<file path="src/rtl/spi_reg_master.sv">
// -----------------------------------------------------------------------------
// spi_reg_master
//
// SPI initiator for the 2-byte register frame of the SPI register slave.
// One host request (rw, addr, wdata) becomes one 16-bit transfer:
//   MOSI byte 0 = {rw, zero padding, addr}, byte 1 = wdata (write) or 8'h00.
//   MISO byte 0 -> status, byte 1 -> rdata.
// Frame timing, in ena-qualified clk cycles:
//   SETUP CLK_DIV, SHIFT 32*CLK_DIV, HOLD CLK_DIV, GAP CLK_DIV.
// When the frame ends, done is registered 34*CLK_DIV cycles after the
// accepting edge.
//
// Ports
//   clk       system clock
//   rstb      asynchronous active-low reset
//   ena       clock enable; low freezes every register
//   mode      {CPOL,CPHA}, latched at accept
//   start     request, accepted only in IDLE
//   rw        1 = write, 0 = read (latched at accept)
//   addr      register address (latched at accept)
//   wdata     write data (latched at accept)
//   busy      high from the cycle after accept until back in IDLE
//   done      one-cycle pulse at end of frame; rdata/status valid
//   rdata     second MISO byte
//   status    first MISO byte
//   spi_clk   serial clock
//   spi_mosi  serial data out, MSB first
//   spi_miso  serial data in, MSB first
//   spi_cs_n  chip select, active low
// -----------------------------------------------------------------------------
module spi_reg_master #(
    parameter int ADDR_W  = 3,
    parameter int REG_W   = 8,
    parameter int CLK_DIV = 4
) (
    input  logic              clk,
    input  logic              rstb,
    input  logic              ena,
    input  logic [1:0]        mode,
    input  logic              start,
    input  logic              rw,
    input  logic [ADDR_W-1:0] addr,
    input  logic [REG_W-1:0]  wdata,
    output logic              busy,
    output logic              done,
    output logic [REG_W-1:0]  rdata,
    output logic [7:0]        status,
    output logic              spi_clk,
    output logic              spi_mosi,
    input  logic              spi_miso,
    output logic              spi_cs_n
);

    localparam int DIV_W = (CLK_DIV > 1) ? $clog2(CLK_DIV) : 1;

    typedef enum logic [2:0] {
        ST_IDLE,
        ST_SETUP,
        ST_SHIFT,
        ST_HOLD,
        ST_GAP
    } state_t;

    state_t             state_reg, state_next;
    logic [DIV_W-1:0]   div_reg;
    logic [5:0]         edge_reg;      // completed spi_clk toggles, 0..32
    logic [4:0]         bit_reg;       // MISO samples taken, 0..16
    logic               cpha_reg;
    logic [15:0]        tx_sr_reg;
    logic [15:0]        rx_sr_reg;
    logic               sclk_reg;
    logic               mosi_reg;
    logic               cs_n_reg;
    logic               busy_reg;
    logic               done_reg;
    logic [REG_W-1:0]   rdata_reg;
    logic [7:0]         status_reg;

    // Address zero-extended to the 7 low bits of byte 0; works for ADDR_W=7
    // where there is no padding at all.
    logic [6:0]  addr_ext;
    logic [15:0] frame_word;

    genvar gi;
    generate
        for (gi = 0; gi < 7; gi++) begin : g_addr_ext
            if (gi < ADDR_W) begin : g_bit
                assign addr_ext[gi] = addr[gi];
            end else begin : g_zero
                assign addr_ext[gi] = 1'b0;
            end
        end
    endgenerate

    assign frame_word = {rw, addr_ext, (rw ? wdata[7:0] : 8'h00)};

    logic div_last;
    logic edge_last;
    logic lead_edge;
    logic toggle;
    logic sample_now;
    logic shift_now;

    assign div_last  = (div_reg == DIV_W'(CLK_DIV - 1));
    assign edge_last = (edge_reg == 6'd31);
    // The next toggle is a leading edge when an even number have happened.
    assign lead_edge = ~edge_reg[0];

    always_comb begin
        state_next = state_reg;
        toggle     = 1'b0;
        sample_now = 1'b0;
        shift_now  = 1'b0;
        case (state_reg)
            ST_IDLE:  if (start) state_next = ST_SETUP;
            ST_SETUP: if (div_last) state_next = ST_SHIFT;
            ST_SHIFT: begin
                toggle = div_last;
                // CPHA=0 samples on leading edges, CPHA=1 on trailing edges.
                sample_now = div_last && (lead_edge ^ cpha_reg) && (bit_reg != 5'd16);
                // The other edge moves MOSI; with CPHA=0 the final trailing
                // edge leaves MOSI alone.
                shift_now  = div_last && !(lead_edge ^ cpha_reg) && !(!cpha_reg && edge_last);
                if (div_last && edge_last) state_next = ST_HOLD;
            end
            ST_HOLD:  if (div_last) state_next = ST_GAP;
            ST_GAP:   if (div_last) state_next = ST_IDLE;
            default:  state_next = ST_IDLE;
        endcase
    end

    always_ff @(posedge clk or negedge rstb) begin
        if (!rstb) begin
            state_reg  <= ST_IDLE;
            div_reg    <= '0;
            edge_reg   <= '0;
            bit_reg    <= '0;
            cpha_reg   <= 1'b0;
            tx_sr_reg  <= '0;
            rx_sr_reg  <= '0;
            sclk_reg   <= 1'b0;
            mosi_reg   <= 1'b0;
            cs_n_reg   <= 1'b1;
            busy_reg   <= 1'b0;
            done_reg   <= 1'b0;
            rdata_reg  <= '0;
            status_reg <= '0;
        end else if (ena) begin
            state_reg <= state_next;
            done_reg  <= 1'b0;

            if (state_reg == ST_IDLE || div_last) begin
                div_reg <= '0;
            end else begin
                div_reg <= div_reg + DIV_W'(1);
            end

            case (state_reg)
                ST_IDLE: begin
                    sclk_reg <= mode[1];
                    if (start) begin
                        cpha_reg  <= mode[0];
                        busy_reg  <= 1'b1;
                        cs_n_reg  <= 1'b0;
                        edge_reg  <= '0;
                        bit_reg   <= '0;
                        rx_sr_reg <= '0;
                        // CPHA=0 presents bit 15 during SETUP, so the shift
                        // register starts one bit ahead; CPHA=1 drives bit 15
                        // on the first leading edge.
                        if (mode[0]) begin
                            tx_sr_reg <= frame_word;
                            mosi_reg  <= 1'b0;
                        end else begin
                            tx_sr_reg <= {frame_word[14:0], 1'b0};
                            mosi_reg  <= frame_word[15];
                        end
                    end
                end
                ST_SHIFT: begin
                    if (toggle) begin
                        sclk_reg <= ~sclk_reg;
                        edge_reg <= edge_reg + 6'd1;
                    end
                    if (sample_now) begin
                        rx_sr_reg <= {rx_sr_reg[14:0], spi_miso};
                        bit_reg   <= bit_reg + 5'd1;
                    end
                    if (shift_now) begin
                        mosi_reg  <= tx_sr_reg[15];
                        tx_sr_reg <= {tx_sr_reg[14:0], 1'b0};
                    end
                end
                ST_HOLD: begin
                    if (div_last) begin
                        cs_n_reg   <= 1'b1;
                        done_reg   <= 1'b1;
                        status_reg <= rx_sr_reg[15:8];
                        rdata_reg  <= rx_sr_reg[7:0];
                    end
                end
                ST_GAP: begin
                    if (div_last) busy_reg <= 1'b0;
                end
                default: ;
            endcase
        end
    end

    assign busy     = busy_reg;
    assign done     = done_reg;
    assign rdata    = rdata_reg;
    assign status   = status_reg;
    assign spi_clk  = sclk_reg;
    assign spi_mosi = mosi_reg;
    assign spi_cs_n = cs_n_reg;

endmodule
</file>
<file path="config.mk">
export PLATFORM = sky130hd
export DESIGN_NAME = spi_reg_master
export DESIGN_NICKNAME = d
export VERILOG_FILES = /design/src/rtl/spi_reg_master.sv
export SDC_FILE = /design/constraint.sdc
export NUM_CORES = 1
export LEC_CHECK = 0
export BUFFER_PORTS_ARGS = -buffer_cell sky130_fd_sc_hd__buf_2
export CAP_MARGIN = 20
export CORE_UTILIZATION = 54
export CTS_BUF_LIST = sky130_fd_sc_hd__clkbuf_4 sky130_fd_sc_hd__clkbuf_8
export CTS_CLUSTER_SIZE = 12
export DETAILED_ROUTE_END_ITERATION = 10
export PLACE_DENSITY = 0.78
export SLEW_MARGIN = 5
export SYNTH_ARGS = -nofsm -noshare
export SYNTH_HDL_FRONTEND = slang
export SYNTH_SLANG_ARGS = --single-unit
</file>
<file path="constraint.sdc">
create_clock -name clk -period 2.2 [get_ports clk]
set_clock_uncertainty 0.2 [all_clocks]
set_input_delay 0.44 -clock clk [delete_from_list [all_inputs] [get_ports clk]]
set_output_delay 0.44 -clock clk [all_outputs]
set_load 0.02 [all_outputs]
</file>
[Word-level counts from Yosys, hierarchy flattened]
Cells that the tools add are included.
Storage, ports and cells
  flip-flop bits (word level): 70
  input port bits: 19
  output and inout bits: 21
  word-level logic and storage cells: 96
Cells by class
  add/subtract/negate cells: 3
  equal/unequal tests: 15
  mux-type cells: 38
  bitwise operators: 3
  reduce and logical (&&, ||, !) cells: 23
Operator list (count)
  2-to-1 mux 16 bit: 5
  one-hot mux 16 bit (2 select lines): 2
  AND reduction 4 bit: 5
  inequality test 2 bit, second input constant: 8
  2-to-1 mux 3 bit: 5
  one-hot mux 3 bit (5 select lines): 1
  2-to-1 mux 1 bit: 13
  2-to-1 mux 6 bit: 2
  one-hot mux 6 bit (2 select lines): 1
  2-to-1 mux 5 bit: 2
  one-hot mux 5 bit (2 select lines): 1
  AND reduction 3 bit: 3
  2-to-1 mux 8 bit: 1
  one-hot mux 1 bit (2 select lines): 4
  adder 6 x 1 -> 6 bit, second input constant: 1
  == test 3 x 2 -> 1 bit, second input constant: 2
  == test 6 x 5 -> 1 bit, second input constant: 1
  logical AND 1 bit: 6
  AND reduction 6 bit: 1
  nonzero test 2 bit: 3
  adder 5 x 1 -> 5 bit, second input constant: 1
  inequality test 5 bit, second input constant: 1
  == test 3 x 1 -> 1 bit, second input constant: 1
  == test 3 bit, second input constant: 1
  other kinds (8): 11

[Logic depth before layout (Yosys ltp)]
Gate-level depths: netlist (run 1).
  word-level depth: 8
  mapped depth: 8
  mapped depth without buffers: 6

[Least setup slack after synthesis (run 1)]
Ideal clock, no wire load.
  path type: in2reg
  start point: in ena
  end point: reg tx_sr_reg[10]
  library setup time: 0.128 ns
  arrival time: 2.069 ns
  data required time: 1.872 ns
  setup slack: -0.196 ns
  stages on the path: 6
  path buffers: 2
  cells stage by stage: or3b_1 > buf_2 > or2_1 > o31ai_4 > buf_6 > mux2_1
On the way
  longest elaborated chain between the ends: 1
RTL lines
  start: declaration: RTL line 38  | input logic ena,
  AND reduction 4 bit (no source line)
  end signal: assignment: RTL line 172  | tx_sr_reg <= frame_word;
  end signal: assignment: RTL line 175  | tx_sr_reg <= {frame_word[14:0], 1'b0};
  end signal: assignment: RTL line 191  | tx_sr_reg <= {tx_sr_reg[14:0], 1'b0};
  end: declaration: RTL line 69  | logic [15:0] tx_sr_reg;
No other way between the ends.
A chain may end at the register's enable or synchronous reset.

[Worst setup path in the final report (run 1)]
  start point: reg state_reg[2]
  end point: reg tx_sr_reg[5]
On the way
  longest elaborated chain between the ends: 4
  elaborated cells on any way between the ends: 8
  classes of those cells: 3 x eq/ne; 2 x mux; 3 x reduce/logical
RTL lines
  start: declaration: RTL line 64  | state_t state_reg, state_next;
  start signal: assignment: RTL line 149  | state_reg <= state_next;
  == test 3 x 2 -> 1 bit: RTL line 114, 158
  2-to-1 mux 1 bit: RTL line 114  | case (state_reg)
  inequality test 2 bit (no source line)
  AND reduction 4 bit (no source line)
Several ways; a longest one is shown, not always the timed one.

==> results.toml, run 1 <==
[outcome]
status = "finished, final reports clean"

[sta]
worst_pin_slew_ns = 0.501
post-route-min-period_ns = 2.15
timing.hold.ws_ns = 0.133
slew_headroom_pct = 66.6
fin_tns_setup_ns = 0
fin_crit_sh_pct = 97.8
fmaxAchievable_mhz = 465
slew_violations = 0
finalSetupViolations = 0
hold_violations = 0

[routing]
drt-initial-drc-count = 176
wl_per_cell_um = 15.3
avgViaCountPerCell = 5.72
wl_um = 7120
vias = 2655
first_pass_iters = 4
antenna_left = 0
drc_errors = 0

[setup_path]
rr_worst_depth = 6
cp-startpoint = "state_reg[2]"
r2r_start = "state_reg[2]"
reg2reg_slack_ns = 0.05
worstPathMaxFanout = 7
critPathArrivalTime_ns = 2.18
path_class = "flop to flop"
crit_chain = "or3b_4, or2_4, o31ai_4, buf_6, buf_12, mux2_2"
reg2reg_to = "tx_sr_reg[5]"
required_ns = 2.22
crit_slowest_cell = "or3b_4"
slowest_delay_ns = 0.41
worst_setup_path_start_kind = "flop"
endpoint_kind = "flop"

[logic_synthesis]
synth.avg_cell_area_sq_um = 10.5
ys_seq_area_share_pct = 50.9
async_flop_share_pct = 100
yosys-top-cells-area = "dfrtp_1, mux2_1, mux2i_1"
netlist.area_leader.share_pct = 50.1
synth_area_sq_um = 3450
synth_top_area_cell = "dfrtp_1"
synthCells = 329
synth_seq_cells = 70
synth_top_flop_cell = "dfrtp_1"
synth_edf_count = 0
syn-num-nets = 352
synth_warnings = 0
ys_types = 43

[layout]
drive_above_1_share_pct = 29.3
final_cells = 464
syn_to_final_growth_pct = 23.1
antenna_cells = 0
fin_nets = 407

[clocking]
cts_root_buf = "clkbuf_8"
numCtsBuffers = 9
clkSlewWorstSetupHoldPaths_ns = 0.07
cts_max_level = 3
clk_latency_ns = 0.34
cts_tree = "yes"
cts_buffer_depth = 2
cts.sinks = 70

[place]
dp_cells = 444
place_hpwl_um = 4630
gp_congestion = 0.856
port_buffers = 39

[floorplanning]
die-height_um = 81.9
die_area_sq_um = 6710
die_x_um = 81.9
start_util_pct = 57.2
core-area_sq_um = 6030
pin_count = 40
row_count = 28

[global_routing]
grt_max_degree = 48
grt_remaining_overflow = 0
grt_use_total_pct = 23.6
antenna_found_initial = 0
grt_pass1_wl_um = 11900
grt_pass1_vias = 2493

[power_and_ir_drop]
p_per_area_nw_per_um2 = 1110
p_leak_uw = 0.00204
max-vdd-ir-drop_mv = 0.592

[min_path]
hold_class = "primary input to flop"
holdPathEnd = "rx_sr_reg[0]"
hold_depth = 3
hold_path.startpoint = "spi_miso"

[job]
cap_viol_max_count = 0
==> Yosys cell counts, types with 2 or more instances <==
library cell   n
inv_1         17
mux2_2        11
or3_1          3
nor3_1         4
o21ai_0       28
o41ai_1        2
o21ai_1        2
buf_1          2
mux2_1        17
mux2i_1       18
nor4_1         2
clkbuf_1      19
a21oi_1        8
nor2_1        18
nor3b_1        7
and3_1         2
ha_1           4
buf_2          4
a31oi_1        2
a22o_1         8
or3b_1         2
nand3_1       10
xnor2_1        5
or4_1          2
nand2_1       31
dfrtp_1       69
o31ai_1       16
==> layout by cell type, fill, tap and decap left out, types with 6 or more instances in the layout <==
cell type | synthesis | final
mux2_2 | 11 | 11
nand2_1 | 31 | 31
mux2_1 | 17 | 13
buf_2 | 4 | 39
o21ai_0 | 28 | 27
clkbuf_8 | 0 | 11
dfrtp_1 | 69 | 69
mux2i_1 | 18 | 18
a21oi_1 | 8 | 8
inv_1 | 17 | 17
a22o_1 | 8 | 8
buf_4 | 0 | 24
nor3b_1 | 7 | 6
nor2_1 | 18 | 18
o31ai_1 | 16 | 16
nand3_1 | 10 | 10
==> report_power, final <==
| part | internal (uW) | total, uW | leakage (uW) | switching, uW |
|---|---|---|---|---|
| clock | 815 | 1310 | 0.000122 | 494 |
| combinational | 721 | 1530 | 0.000981 | 812 |
| sequential | 1640 | 1880 | 0.000932 | 235 |
==> metrics by stage <==
stage          utilization [%]  setup WS [ns]  total power (uW)  area [sq um]
3_3_place_gp              64.8         -0.111              3260          3910
4_1_cts                   70.0         0.0281              4720          4220
3_5_place_dp              64.8         -0.150              3340          3910
5_1_grt                   70.4       -0.00623              5000          4240
6_report                  70.4         0.0489              4720          4240
2_1_floorplan                -         -0.189              2830          3470
==> worst max path at each step <==
stage	end	depth (start not counted)
after global placement	tx_sr_reg[0]	6
after detailed placement	tx_sr_reg[5]	6
after CTS	tx_sr_reg[6]	8
final	tx_sr_reg[5]	6
after floorplan	tx_sr_reg[10]	6
after global routing	rdata[5]	6
==> final cells by class <==
cell class | instances | area, sq um
fillers | 446 | 1780
inverters | 17 | 63.8
clock buffers | 11 | 151
repair buffers | 70 | 504
multi-input cells | 216 | 1570
well taps | 75 | 93.8
flip-flops and latches | 70 | 1750
clock inverters | 5 | 105
==> metal layers <==
metal / routed length, um / vias up / global-route usage (%)
met5: 0 / - / 0
met4: 47 / 0 / 7.02
met3: 260 / 6 / 5.89
met2: 3380 / 51 / 36.8
met1: 3430 / 1323 / 32.4
li1: - / 1275 / -
==> critical path, delay by kind of cell, from the launching register on <==
kind | cells | cell delay (ns)
compound gates | 1 | 0.18
mux | 1 | 0.33
flops | 1 | 0.38
simple gates | 2 | 0.66
buf+inv | 2 | 0.28
==> kinds of logic after synthesis <==
group,synth area share [%]
DFF,50.9
buffers and inverters,5.05
AOI/OAI and AO/OA,14.6
muxes,14.4
and+or+nand+nor,12.4
adders and majority gates,1.45
xor gates and xnor gates,1.27
==> what timing repair did <==
item / in CTS / in global routing
pin swaps: 1 / 1
hold buffers: 1 / 0
endpoints found under the hold margin: 69 / 0
buffers inserted: 2 / 0
endpoints found under the setup margin: 10 / 29
gates resized for setup: 3 / 7
cloned: 1 / 0
No activity file was read; power rests on OpenSTA's default activity.
==> inputs of run 2 (changes only) <==
--- a/config.mk
+++ b/config.mk
@@ -7,12 +7,12 @@
 export LEC_CHECK = 0
 export BUFFER_PORTS_ARGS = -buffer_cell sky130_fd_sc_hd__buf_2
 export CAP_MARGIN = 20
-export CORE_UTILIZATION = 54
+export CORE_UTILIZATION = 60
 export CTS_BUF_LIST = sky130_fd_sc_hd__clkbuf_4 sky130_fd_sc_hd__clkbuf_8
 export CTS_CLUSTER_SIZE = 12
 export DETAILED_ROUTE_END_ITERATION = 10
-export PLACE_DENSITY = 0.78
-export SLEW_MARGIN = 5
+export PLACE_DENSITY = 0.82
+export REMOVE_ABC_BUFFERS = 1
 export SYNTH_ARGS = -nofsm -noshare
 export SYNTH_HDL_FRONTEND = slang
 export SYNTH_SLANG_ARGS = --single-unit
==> constraint.sdc (replaced) <==
create_clock -name clk -period 2 [get_ports clk]
set_clock_uncertainty 0.2 [all_clocks]
set_input_delay 0.4 -clock clk [delete_from_list [all_inputs] [get_ports clk]]
set_output_delay 0.4 -clock clk [all_outputs]
set_load 0.02 [all_outputs]
==> results.toml, run 2 (same netlist as run 1, synthesis figures left out) <==
[outcome]
status = "complete, but fails checks"
violations = "setup timing"

[global_routing]
grt_pass1_wl_um = 13300
grt_remaining_overflow = 0
grt_use_total_pct = 28.6
antenna_found_initial = 0
grt_max_degree = 71
grt_pass1_vias = 2815

[min_path]
holdPathEnd = "rx_sr_reg[0]"
hold_path.startpoint = "spi_miso"
hold_class = "primary input to flop"
hold_depth = 3

[clocking]
cts_root_buf = "clkbuf_8"
cts_buffer_depth = 2
cts.sinks = 70
cts_max_level = 3
numCtsBuffers = 9
clkSlewWorstSetupHoldPaths_ns = 0.07
clk_latency_ns = 0.34
cts_tree = "yes"

[power_and_ir_drop]
max-vdd-ir-drop_mv = 0.758
intPower_uw = 3450
clkPwrFrac_pct = 22.5
p_per_area_nw_per_um2 = 1180
switchingPower_uw = 1810
p_seq_share_pct = 39.6
pwr-share-comb_pct = 37.9
p_leak_uw = 0.00214
power.share.switching_pct = 34.4

[setup_path]
reg2reg_slack_ns = -0.15
critPathArrivalTime_ns = 2.17
reg2reg_to = "tx_sr_reg[1]"
slowest_delay_ns = 0.41
r2r_start = "state_reg[0]"
required_ns = 2.02
worstPathMaxFanout = 6
path_class = "flop to flop"
crit_slowest_cell = "or3b_4"
worst_setup_path_start_kind = "flop"
cp-startpoint = "state_reg[0]"
crit_chain = "or3b_4, or2_4, o31ai_4, buf_6, buf_12, mux2_4"
endpoint_kind = "flop"
rr_worst_depth = 6

[sta]
finalSetupViolations = 50
rsz0062_at_grt = "true"
setup_ws_ns = -0.146
fmaxAchievable_mhz = 466
worst_pin_slew_ns = 0.534
post-route-min-period_ns = 2.15
slew_headroom_pct = 63.4
fin_crit_sh_pct = 107
slew_violations = 0
fin_tns_setup_ns = -4.45
hold_violations = 0

[routing]
vias = 2898
drc_errors = 0
avgViaCountPerCell = 6.06
first_pass_iters = 4
wl_per_cell_um = 17.4
drt-initial-drc-count = 381
antenna_left = 0
wl_um = 8340

[layout]
antenna_cells = 0
stdcell_area_sq_um = 4440
fin_nets = 425
syn_to_final_growth_pct = 28.9
final_common_cell = "dfrtp_1"
layout_common_cells = "dfrtp_1, buf_2, buf_4"
drive_above_1_share_pct = 32.8

[floorplanning]
core-area_sq_um = 5510
die_area_sq_um = 6050
row_count = 27
pin_count = 40
start_util_pct = 62.6
die_x_um = 77.8
die-height_um = 77.8

[place]
dp_slack_ns = -0.256
place_hpwl_um = 4570
gp_congestion = 0.825
placed_area_sq_um = 3930
port_buffers = 39

[job]
cap_viol_max_count = 0
run 2: worst max-delay path, delay by kind of cell (launching register included):
kind | cells | cell delay [ns]
and+or+nand+nor | 2 | 0.66
AOI/OAI and AO/OA | 1 | 0.19
DFF | 1 | 0.39
buffers and inverters | 2 | 0.29
muxes | 1 | 0.30
run 2: power groups by stage:
stage | sequential, uW | combinational (uW) | clock (uW)
after floorplan | 2100 | 912 | 0
after global placement | 2050 | 1480 | 0
after detailed placement | 2070 | 1550 | 0
after CTS | 2060 | 1830 | 1180
after global routing | 2130 | 2150 | 1240
final | 2080 | 1990 | 1180
run 2: timing repair:
item                                   4_1_cts  5_1_grt
setup endpoints to repair                   39       56
endpoints found under the hold margin       69        0
pin swaps                                    6        2
buffers inserted                             6        4
resized for setup                           28        9
hold buffers                                 1        0
cloned                                       1        2
run 2: metal layers:
layer | GRT usage (%) | vias up | share of wire (%)
li1 | - | 1310 | -
met1 | 37.1 | 1438 | 42
met2 | 45.4 | 117 | 50
met3 | 4.47 | 33 | 4.3
met4 | 17.0 | 0 | 3.7
met5 | 0 | - | 0
run 2: worst max path at each step:
stage / end / cells after the start / slack (ns)
floorplan: tx_sr_reg[10] / 3 / -2.11
global placement: tx_sr_reg[5] / 6 / -0.25
detailed placement: tx_sr_reg[9] / 7 / -0.26
CTS: tx_sr_reg[1] / 6 / -0.1
global route: tx_sr_reg[13] / 7 / -0.23
finish: tx_sr_reg[1] / 6 / -0.15
run 2: final cells by class:
| type | instances | area, sq um |
|---|---|---|
| clock buffer | 12 | 165 |
| clock inverter | 3 | 42.5 |
| fill | 333 | 1060 |
| inverter | 17 | 63.8 |
| multi-input combinational | 216 | 1660 |
| sequential | 70 | 1750 |
| tap | 72 | 90.1 |
| timing repair buffer | 88 | 672 |
run 2: stage by stage:
stage | cells | hold slack (ns) | util [%] | total power [uW]
floorplan | 303 | -0.0956 | - | 3010
global placement | 449 | 0.253 | 71.4 | 3530
detailed placement | 449 | 0.257 | 71.4 | 3620
CTS | 472 | 0.0953 | 78.7 | 5070
global route | 478 | 0.106 | 80.7 | 5520
finish | 478 | 0.0963 | 80.7 | 5260
